## config.mk

```make
export PLATFORM = sky130hd
export DESIGN_NAME = cluster_loader
export DESIGN_NICKNAME = d
export VERILOG_FILES = /design/src/rtl/gpu_pkg.sv /design/src/rtl/cluster_loader.sv
export SDC_FILE = /design/constraint.sdc
export NUM_CORES = 1
export LEC_CHECK = 0
export CORE_ASPECT_RATIO = 1.75
export CORE_UTILIZATION = 35
export DETAILED_ROUTE_END_ITERATION = 12
export SLEW_MARGIN = 5
export SYNTH_ARGS = -nofsm -noshare
export SYNTH_HDL_FRONTEND = slang
export SYNTH_SLANG_ARGS = --single-unit
```

## constraint.sdc

```tcl
create_clock -name clk -period 2.8 [get_ports clk]
set_input_delay 0.56 -clock clk [delete_from_list [all_inputs] [get_ports clk]]
set_output_delay 0.56 -clock clk [all_outputs]
set_load 0.01 [all_outputs]
```

## src/rtl/gpu_pkg.sv

```systemverilog
`default_nettype none
// ============================================================================
// Module      : gpu_pkg
// Description : Shared opcodes, sprite field indices and loader states.
// Revision    : 1.0 - initial release
// ============================================================================
package gpu_pkg;

  typedef enum logic [1:0] {
    OP_NOP     = 2'b00,
    OP_SPRITE  = 2'b01,
    OP_TEXTURE = 2'b10,
    OP_CLEAR   = 2'b11
  } opcode_t;

  localparam int F_SX              = 0;
  localparam int F_SY              = 1;
  localparam int F_STX             = 2;
  localparam int F_STY             = 3;
  localparam int F_STW             = 4;
  localparam int F_STH             = 5;
  localparam int FIELDS_PER_SPRITE = 6;

  typedef enum logic [2:0] {
    IDLE     = 3'd0,
    SPR_DATA = 3'd1,
    TEX_OFFS = 3'd2,
    TEX_DATA = 3'd3,
    CLEAR    = 3'd4
  } loader_state_t;

endpackage
`default_nettype wire

```

## src/rtl/cluster_loader.sv

```systemverilog
`default_nettype none
// ============================================================================
// Module      : cluster_loader
// Description : Decodes the host command stream into single-cycle writes on
//               the sprite cluster's register/texture write port.
// Revision    : 1.0 - initial release
// ============================================================================
module cluster_loader
  import gpu_pkg::*;
#(
  parameter int CLUSTER_SIZE   = 10,
  parameter int TEXTURE_WIDTH  = 64,
  parameter int TEXTURE_HEIGHT = 64,
  parameter int ADDR_WIDTH     = 16,
  parameter int INT_WIDTH      = 16,
  parameter int COLOR_WIDTH    = 12
) (
  input  logic                  clk,
  input  logic                  rst,
  input  logic [INT_WIDTH-1:0]  in_data,
  input  logic                  in_valid,
  output logic                  in_ready,
  input  logic                  err_clr,
  output logic [ADDR_WIDTH-1:0] waddr,
  output logic [INT_WIDTH-1:0]  wdata,
  output logic                  wen,
  output logic                  busy,
  output logic                  err
);

  localparam logic [16:0]           c_tex_size  = 17'(TEXTURE_WIDTH * TEXTURE_HEIGHT);
  localparam logic [ADDR_WIDTH-1:0] c_tex_base  = ADDR_WIDTH'(CLUSTER_SIZE * FIELDS_PER_SPRITE);
  localparam logic [ADDR_WIDTH-1:0] c_clr_last  = ADDR_WIDTH'(CLUSTER_SIZE * FIELDS_PER_SPRITE - 1);
  localparam logic [13:0]           c_idx_limit = 14'(CLUSTER_SIZE);
  localparam logic [2:0]            c_fld_last  = 3'(FIELDS_PER_SPRITE - 1);

  loader_state_t         r_state;
  logic [13:0]           r_idx;
  logic                  r_discard;
  logic [2:0]            r_fcnt;
  logic [INT_WIDTH-1:0]  r_offs;
  logic [13:0]           r_pcnt;
  logic [13:0]           r_plast;
  logic [ADDR_WIDTH-1:0] r_ccnt;
  logic [ADDR_WIDTH-1:0] r_waddr;
  logic [INT_WIDTH-1:0]  r_wdata;
  logic                  r_wen;
  logic                  r_err;

  opcode_t               w_op;
  logic [13:0]           w_arg;
  logic                  w_ready;
  logic                  w_accept;
  logic [16:0]           w_t;
  logic                  w_tex_ok;
  logic                  w_hdr_bad;
  logic                  w_err_set;
  logic [ADDR_WIDTH-1:0] w_spr_addr;
  logic [ADDR_WIDTH-1:0] w_tex_addr;

  assign w_op       = opcode_t'(in_data[15:14]);
  assign w_arg      = in_data[13:0];
  assign w_ready    = (r_state != CLEAR);
  assign w_accept   = in_valid & w_ready;
  // Texel offset is formed one bit wider than the stream so it never wraps.
  assign w_t        = 17'(r_offs) + 17'(r_pcnt);
  assign w_tex_ok   = (w_t < c_tex_size);
  assign w_hdr_bad  = (r_state == IDLE) && (w_op == OP_SPRITE) && (w_arg >= c_idx_limit);
  assign w_err_set  = w_accept && (w_hdr_bad || ((r_state == TEX_DATA) && !w_tex_ok));
  assign w_spr_addr = ADDR_WIDTH'(r_idx) * ADDR_WIDTH'(FIELDS_PER_SPRITE) + ADDR_WIDTH'(r_fcnt);
  assign w_tex_addr = c_tex_base + ADDR_WIDTH'(w_t);

  assign in_ready = w_ready;
  assign busy     = (r_state != IDLE);
  assign waddr    = r_waddr;
  assign wdata    = r_wdata;
  assign wen      = r_wen;
  assign err      = r_err;

  always_ff @(posedge clk) begin
    if (!rst) begin
      r_state   <= IDLE;
      r_idx     <= '0;
      r_discard <= 1'b0;
      r_fcnt    <= '0;
      r_offs    <= '0;
      r_pcnt    <= '0;
      r_plast   <= '0;
      r_ccnt    <= '0;
      r_waddr   <= '0;
      r_wdata   <= '0;
      r_wen     <= 1'b0;
      r_err     <= 1'b0;
    end else begin
      r_wen <= 1'b0;
      r_err <= w_err_set | (r_err & ~err_clr);
      case (r_state)
        IDLE: begin
          if (w_accept) begin
            case (w_op)
              OP_SPRITE: begin
                r_idx     <= w_arg;
                r_discard <= (w_arg >= c_idx_limit);
                r_fcnt    <= '0;
                r_state   <= SPR_DATA;
              end
              OP_TEXTURE: begin
                r_plast <= w_arg;
                r_state <= TEX_OFFS;
              end
              OP_CLEAR: begin
                r_ccnt  <= '0;
                r_state <= CLEAR;
              end
              default: ;
            endcase
          end
        end
        SPR_DATA: begin
          if (w_accept) begin
            // A discarded sprite still consumes its words but leaves the port untouched.
            if (!r_discard) begin
              r_waddr <= w_spr_addr;
              r_wdata <= in_data;
              r_wen   <= 1'b1;
            end
            r_fcnt <= r_fcnt + 3'd1;
            if (r_fcnt == c_fld_last) r_state <= IDLE;
          end
        end
        TEX_OFFS: begin
          if (w_accept) begin
            r_offs  <= in_data;
            r_pcnt  <= '0;
            r_state <= TEX_DATA;
          end
        end
        TEX_DATA: begin
          if (w_accept) begin
            if (w_tex_ok) begin
              r_waddr <= w_tex_addr;
              r_wdata <= INT_WIDTH'(in_data[COLOR_WIDTH-1:0]);
              r_wen   <= 1'b1;
            end
            r_pcnt <= r_pcnt + 14'd1;
            if (r_pcnt == r_plast) r_state <= IDLE;
          end
        end
        CLEAR: begin
          r_waddr <= r_ccnt;
          r_wdata <= '0;
          r_wen   <= 1'b1;
          r_ccnt  <= r_ccnt + 1'b1;
          if (r_ccnt == c_clr_last) r_state <= IDLE;
        end
        default: r_state <= IDLE;
      endcase
    end
  end

endmodule
`default_nettype wire

```

==> results of run 1 <==
==> state kept, by name, summed over array words and instances (netlist names) <==
| register | count |
|---|---|
| r_discard | 1 |
| wen | 1 |
| wdata | 16 |
| r_pcnt | 14 |
| r_fcnt | 3 |
| waddr | 16 |
| r_idx | 14 |
| r_ccnt | 16 |
| r_plast | 14 |
| r_offs | 16 |
| err | 1 |
| r_state | 3 |
==> area by class of cell <==
type,instances,share of cell area [%]
multi-input cells,665,49.6
repair buffers,146,14.5
flip-flops and latches,115,25.2
clock buffers,25,5.53
inverters,18,0.739
well taps,241,3.30
clock inverters,7,1.05
==> final timing paths <==
| check | cells past startpoint | end | slack, ns | from |
|---|---|---|---|---|
| worst min register to register | 2 | wdata[10] | 0.45 | wdata[10] |
| worst min-delay path | 2 | wdata[10] | 0.45 | wdata[10] |
| worst max-delay path | 12 | waddr[0] | -0.03 | r_offs[0] |
| worst max register to register | 12 | waddr[0] | -0.03 | r_offs[0] |
==> logic make-up after synthesis <==
| family | count (synthesis) | synth area share, % |
|---|---|---|
| and+or+nand+nor | 342 | 24.2 |
| adders and majority gates | 37 | 7.15 |
| AOI/OAI and AO/OA | 195 | 18.8 |
| muxes | 19 | 2.80 |
| DFF | 115 | 33.9 |
| buffers and inverters | 60 | 3.63 |
| xor gates and xnor gates | 72 | 9.57 |
==> per-stage QoR <==
stage / total power [mW] / hold WS [ns] / utilization [%] / setup TNS (ns)
3_3_place_gp: 2.37 / 0.438 / 42.6 / -0.345
5_1_grt: 4.75 / 0.481 / 47.9 / -2.50
2_1_floorplan: 2.08 / 0.436 / - / -0.0361
4_1_cts: 4.57 / 0.456 / 46.0 / -0.0896
3_5_place_dp: 2.37 / 0.448 / 42.6 / -0.695
6_report: 4.58 / 0.453 / 47.9 / -0.230
==> metal layers <==
metal | vias up | wire length (um) | global-route usage, %
met5 | - | 0 | 0
met4 | 0 | 887 | 10.8
met3 | 45 | 656 | 2.93
met2 | 147 | 11500 | 41.4
met1 | 3134 | 8120 | 23.1
li1 | 3234 | - | -
==> worst register-to-register path, delay by kind of cell (launching register included) <==
kind	cells	cell delay (ns)
buf+inv	2	0.36
compound gates	5	1.16
fa+ha+maj	2	0.51
simple gates	3	0.40
flops	1	0.33
==> timing repair <==
item	CTS	global route
pin swaps	5	13
resized for setup	9	49
gates cloned	0	2
setup endpoints to repair	31	33
setup buffers	0	7
==> where the power goes <==
group	switching (mW)	internal (mW)	leakage, nW	total [mW]
sequential	0.0466	1.70	0.934	1.75
combinational	0.338	0.298	2.42	0.636
clock	0.773	1.43	0.286	2.20
==> layout by cell type (no fill, tap or decap), types with 27 or more instances in the layout <==
master                            count
sky130_fd_sc_hd__a21oi_1             83
sky130_fd_sc_hd__clkdlybuf4s50_1     55
sky130_fd_sc_hd__xnor2_1             32
sky130_fd_sc_hd__dfxtp_1            110
sky130_fd_sc_hd__nand3_1             36
sky130_fd_sc_hd__buf_4               81
sky130_fd_sc_hd__nand2_1            115
sky130_fd_sc_hd__ha_1                27
sky130_fd_sc_hd__xor2_1              35
sky130_fd_sc_hd__nor2_1              83
==> flow_summary.rst, run 1 <==
.. list-table::
   :header-rows: 1

   * - Metric
     - Value
   * - Setup repair after global routing missed its margin
     - true
   * - Nature of the critical path startpoint
     - register
   * - Number of H-tree levels
     - 4
   * - I/O pin total
     - 56
   * - Max Buffers Root-to-Sink
     - 2
   * - Leakage Power
     - 3.64 nW
   * - Number of cells in the design after placement
     - 1176
   * - Highest achievable clock rate
     - 353 MHz
   * - FF+latch count, synth
     - 115
   * - Count of synthesis-stage warnings from yosys
     - 0
   * - Final routed DRC violation total
     - 0
   * - Share of synthesized area occupied by flip-flops and latches
     - 33.9%
   * - Main synth FF type
     - sky130_fd_sc_hd__dfxtp_1
   * - Pin slew with the least headroom to its limit
     - 0.584 ns
   * - Worst path buffer plus inverter count
     - 2
   * - Clock Sink Count
     - 115
   * - Growth of design area from synthesis to finish
     - 34.8%
   * - Mapped Cells
     - 840
   * - Core Area
     - 19100 sq um
   * - Number of hold violations in the final report
     - 0
   * - Class of the most critical hold timing path
     - reg -> reg
   * - Post-synth design cell area
     - 6790 sq um
   * - Data required, critical path
     - 3.12 ns
   * - Arrival time worst endpoint
     - 3.15 ns
   * - Wire length of the first global-routing pass
     - 33300 um
   * - Iteration count of the initial detailed-routing pass
     - 4
   * - Vias in the first global route
     - 6477
   * - Net count after synthesis
     - 897
   * - Overflow left after global routing
     - 0
   * - Number of design-rule violations left by the first detailed-router iteration
     - 226
   * - Area taken by multi-input logic gates
     - 4540 sq um
   * - Synth Area per Inst
     - 8.08 sq um
   * - Max-Slew Margin vs Limit
     - 60.1%
   * - Area contributors post-synth
     - sky130_fd_sc_hd__dfxtp_1 34%, sky130_fd_sc_hd__a21oi_1 6.6%, sky130_fd_sc_hd__nand2_1 6.4%
   * - Power per standard cell area
     - 501 nW/um^2
   * - Pre-CTS worst setup slack
     - -0.0628 ns
   * - Top cell family by delay on the critical path
     - compound AO/OA/AOI/OAI gates
   * - Routed wire per std cell
     - 17.4 um
   * - Outcome
     - finished with violations
   * - Detailed Route WL
     - 21100 um
   * - Final worst slack
     - -0.0326 ns
   * - Count of antenna diodes in the layout
     - 0
   * - Number of different library cells in the post-synthesis netlist
     - 72
   * - Number of buffers added to fix hold violations after cts
     - 0
   * - Largest stage delay on the critical path
     - 0.35 ns
   * - CP max stage cell
     - sky130_fd_sc_hd__fa_2
   * - Global router's overall resource usage
     - 21.7%
   * - Minimum clock period after layout
     - 2.83 ns
   * - Cts bufs inserted
     - 17
   * - Failing checks
     - setup timing
   * - Share of layout cells above drive strength 1
     - 19.0%
   * - Type of destination of the critical path
     - register
   * - Number of vias per cell
     - 5.39
   * - Finish-stage setup viols
     - 18
   * - Cell area reported after detailed placement
     - 8150 sq um
   * - Number of enable-type register cells in the synthesized netlist
     - 0
   * - Async S/R FF share, synth
     - 0%
   * - I/O Buffers
     - 55
   * - Total die area
     - 20000 sq um
   * - Chip width
     - 107 um
   * - Die Y
     - 186 um
   * - Root Buffer Master
     - sky130_fd_sc_hd__clkbuf_16
   * - Largest area contributor in the netlist
     - sky130_fd_sc_hd__dfxtp_1
   * - Final Non-Filler Cells
     - 1217
   * - Total number of nets in the final design
     - 1020
   * - Count of filler cells inserted in the layout
     - 1887
   * - Initial antenna violation count
     - 0
   * - Via count
     - 6560
   * - Final design area excluding fillers
     - 9150 sq um
   * - Max-cap violations
     - 0
   * - Clock latency on the worst-skew pair
     - 0.41 ns
   * - Floorplan row count
     - 67
   * - Clock slew at the register clock pins of the worst setup and hold paths
     - 0.05 ns
   * - Most instantiated cells after synthesis
     - 115 x sky130_fd_sc_hd__dfxtp_1, 115 x sky130_fd_sc_hd__nand2_1, 89 x sky130_fd_sc_hd__a21oi_1
   * - Peak fanout along the critical path
     - 14
   * - Effective utilization at floorplan
     - 35.5%
   * - Critical path type
     - reg -> reg
   * - Series of cell instances along the critical path
     - ha_4 -> fa_2 -> a21o_1 -> a221oi_4 -> buf_6 -> or4_4 -> and3_4 -> o221ai_4 -> o211ai_4 -> buf_12 -> nor2_1 -> a311oi_1
   * - TritonCTS clock tree
     - yes
   * - Placed wire-length estimate after detailed placement
     - 15900 um
   * - Maximum vdd ir drop
     - 0.330 mV
   * - Maximum number of pins on one net before global-route repair
     - 30
   * - Antenna Violating Nets Remaining
     - 0
   * - Number of max-slew violations in the final report
     - 0
   * - Share of the cycle needed by the critical path after routing
     - 101%
   * - Final weighted congestion in routability-driven placement
     - 0.894
   * - Setup Skew
     - 0.0110 ns
   * - Area used by sequential logic in the layout
     - 2310 sq um
   * - Share of the synthesized area in the top cell type
     - 33.9%
Note: power is estimated with default switching activity, not from simulation.
==> inputs of run 2 (changes only) <==
Settings changed: CTS_CLUSTER_SIZE set to 25.
==> results of run 2 <==
Final layout, timing and power as in run 1 (identical DEF).
==> inputs of run 3 (changes only) <==
Settings changed: CTS_BUF_LIST set to sky130_fd_sc_hd__clkbuf_8 sky130_fd_sc_hd__clkbuf_16.
==> run 3 against run 2 <==
Effect of this change:
- the flow still finishes with violations (setup timing)
- sequential power about the same
- combinational power about the same
- die area unchanged
- count of clock-buffer cells in the layout down 3
- cell count unchanged
- non-clock buffer count unchanged
==> flow_summary.rst, run 3 (synthesis gave the netlist of run 1 again) <==
.. list-table::
   :header-rows: 1

   * - Metric
     - Value
   * - Number of design-rule violations left by the first detailed-router iteration
     - 232 (+2.7%)
   * - Total die area
     - 20000 sq um (unchanged)
   * - Worst path buffer plus inverter count
     - 2 (unchanged)
   * - Maximum vdd ir drop
     - 0.327 mV (-0.99%)
   * - Data required, critical path
     - 3.12 ns (about the same)
   * - Leakage Power
     - 3.65 nW (+0.34%)
   * - Max-Slew Margin vs Limit
     - 60.1% (unchanged)
   * - Count of filler cells inserted in the layout
     - 1887 (unchanged)
   * - Chip width
     - 107 um (unchanged)
   * - Most common cell after layout, fill and taps aside
     - sky130_fd_sc_hd__nand2_1
   * - Floorplan row count
     - 67 (unchanged)
   * - Count of antenna diodes in the layout
     - 0 (unchanged)
   * - Highest achievable clock rate
     - 354 MHz (+0.13%)
   * - Final cell utilization of the core
     - 47.9% (unchanged)
   * - Peak fanout along the critical path
     - 14 (unchanged)
   * - Max-cap violations
     - 0 (unchanged)
   * - Detailed Route WL
     - 21100 um (about the same)
   * - Total chip power
     - 4.58 mW (-0.16%)
   * - Stages on worst setup path
     - 12 (unchanged)
   * - Depth of the most critical reg-to-reg path
     - 12 (unchanged)
   * - Die Y
     - 186 um (unchanged)
   * - Class of the most critical hold timing path
     - reg -> reg
   * - Core Area
     - 19100 sq um (unchanged)
   * - Share of layout cells above drive strength 1
     - 19.0% (unchanged)
   * - Growth of design area from synthesis to finish
     - 34.8% (unchanged)
   * - Number of H-tree levels
     - 4 (unchanged)
   * - Start point of the worst min-delay path
     - wdata[10]
   * - Number of hold violations in the final report
     - 0 (unchanged)
   * - Cts bufs inserted
     - 17 (unchanged)
   * - Placed wire-length estimate after detailed placement
     - 15900 um (unchanged)
   * - TritonCTS clock tree
     - yes
   * - Arrival time worst endpoint
     - 3.15 ns (about the same)
   * - Root Buffer Master
     - sky130_fd_sc_hd__clkbuf_16
   * - Final routed DRC violation total
     - 0 (unchanged)
   * - Largest stage delay on the critical path
     - 0.51 ns (+0.16 ns)
   * - Setup TNS
     - -0.0982 ns (+0.132 ns)
   * - Number of vias per cell
     - 5.37 (-0.29%)
   * - Finish-stage setup viols
     - 7 (-11)
   * - Final worst slack
     - -0.0288 ns (+0.00374 ns)
   * - Final Non-Filler Cells
     - 1217 (unchanged)
   * - Share of the cycle needed by the critical path after routing
     - 101% (-0.13 points)
   * - Initial antenna violation count
     - 0 (unchanged)
   * - Effective utilization at floorplan
     - 35.5% (unchanged)
   * - Clock Sink Count
     - 115 (unchanged)
   * - Type of destination of the critical path
     - register
   * - Clock slew at the register clock pins of the worst setup and hold paths
     - 0.06 ns (about the same)
   * - Total number of nets in the final design
     - 1020 (unchanged)
   * - Top cell family by delay on the critical path
     - compound AO/OA/AOI/OAI gates
   * - Setup repair after global routing missed its margin
     - true
   * - Clock latency on the worst-skew pair
     - 0.41 ns (about the same)
   * - Nature of the critical path startpoint
     - register
   * - Critical path type
     - reg -> reg
   * - Max Buffers Root-to-Sink
     - 2 (unchanged)
   * - CP max stage cell
     - sky130_fd_sc_hd__or4_4
   * - Minimum clock period after layout
     - 2.83 ns (-0.00374 ns)
   * - Number of max-slew violations in the final report
     - 0 (unchanged)
   * - Series of cell instances along the critical path
     - ha_4 -> fa_2 -> a21o_1 -> a221oi_4 -> buf_6 -> or4_4 -> a21oi_4 -> o221ai_4 -> o211ai_4 -> buf_12 -> nor2_1 -> a311oi_1
   * - Pin slew with the least headroom to its limit
     - 0.584 ns (unchanged)
   * - I/O Buffers
     - 55 (unchanged)
   * - Setup Skew
     - 0.0107 ns (-0.000311 ns)
   * - Global router's overall resource usage
     - 21.7% (unchanged)
   * - Via count
     - 6541 (-0.29%)
   * - Antenna Violating Nets Remaining
     - 0 (unchanged)
   * - Iteration count of the initial detailed-routing pass
     - 5 (+1)
   * - I/O pin total
     - 56 (unchanged)
   * - Endpoint, Worst Hold
     - wdata[10]
   * - Power per standard cell area
     - 500 nW/um^2 (-0.16%)
   * - Source of the worst register-to-register timing path
     - r_offs[0]
   * - Wire length of the first global-routing pass
     - 33300 um (unchanged)
   * - Vias in the first global route
     - 6477 (unchanged)
   * - FF-to-FF setup slack
     - -0.03 ns (about the same)
   * - Maximum number of pins on one net before global-route repair
     - 30 (unchanged)
   * - Overflow left after global routing
     - 0 (unchanged)
   * - Number of buffers added to fix hold violations after cts
     - 0 (unchanged)
   * - Min-Delay Path Depth
     - 2 (unchanged)
   * - Failing checks
     - setup timing
   * - Number of cells in the design after placement
     - 1176 (unchanged)
   * - Routed wire per std cell
     - 17.4 um (about the same)
   * - Most frequent cells in the layout
     - 115 x sky130_fd_sc_hd__nand2_1, 110 x sky130_fd_sc_hd__dfxtp_1, 83 x sky130_fd_sc_hd__nor2_1, 83 x sky130_fd_sc_hd__a21oi_1, 81 x sky130_fd_sc_hd__buf_4
   * - Reg2reg end
     - waddr[0]
   * - Pre-CTS worst setup slack
     - -0.0628 ns (unchanged)
   * - Outcome
     - finished with violations
   * - Final weighted congestion in routability-driven placement
     - 0.894 (unchanged)
==> run 3: changes by cell type in the layout (fill, tap and decap cells not counted) <==
cell / before / now
sky130_fd_sc_hd__clkbuf_1: 3 / 0
sky130_fd_sc_hd__inv_1: 16 / 19
==> run 3: worst max-delay path by stage <==
stage                    from   endpoint
floorplan           r_pcnt[0]  waddr[11]
global placement    r_pcnt[1]  wdata[14]
detailed placement  r_offs[0]  waddr[13]
CTS                  r_idx[1]  waddr[15]
global route        r_offs[0]   waddr[1]
finish              r_offs[0]   waddr[0]
==> run 3: area by class of cell <==
type | instances | area [sq um] | area share [%]
clock buffer | 22 | 494 | 5.40
clock inverter | 10 | 108 | 1.18
inverter | 18 | 67.6 | 0.739
multi-input combinational | 665 | 4540 | 49.6
sequential | 115 | 2310 | 25.2
tap | 241 | 302 | 3.30
timing repair buffer | 146 | 1330 | 14.5
==> run 3: what timing repair did <==
item,4_1_cts,5_1_grt
pin swaps,5,13
gates cloned,0,2
setup endpoints to repair,31,33
endpoints found under the hold margin,0,0
setup buffers,0,7
resized for setup,9,49
==> run 3: metal layers <==
metal / track usage (%) / vias up / wire (um)
met4: 10.8 / 0 / 935
met3: 2.93 / 46 / 683
met2: 41.4 / 162 / 11400
li1: - / 3238 / -
met5: 0 / - / 0
met1: 23.1 / 3095 / 8120
==> run 3: through the flow <==
step                      hold slack [ns]  cell area, sq um
final                               0.454              9150
after global routing                0.481              9150
after CTS                           0.456              8790
after detailed placement            0.448              8150
after global placement              0.438              8150
after floorplan                     0.436              6800
==> run 3: power by group <==
group	internal (mW)	total (mW)	switching [mW]	leakage, nW
registers	1.70	1.75	0.0466	0.934
logic	0.298	0.635	0.337	2.42
clock network	1.42	2.20	0.778	0.298
total	3.42	4.58	1.16	3.65
==> run 3: worst min-delay path, cell delays in order, from the launching register on <==
cell,delay (ns)
sky130_fd_sc_hd__dfxtp_1,0.31
sky130_fd_sc_hd__nand2_1,0.05
sky130_fd_sc_hd__a21oi_1,0.05
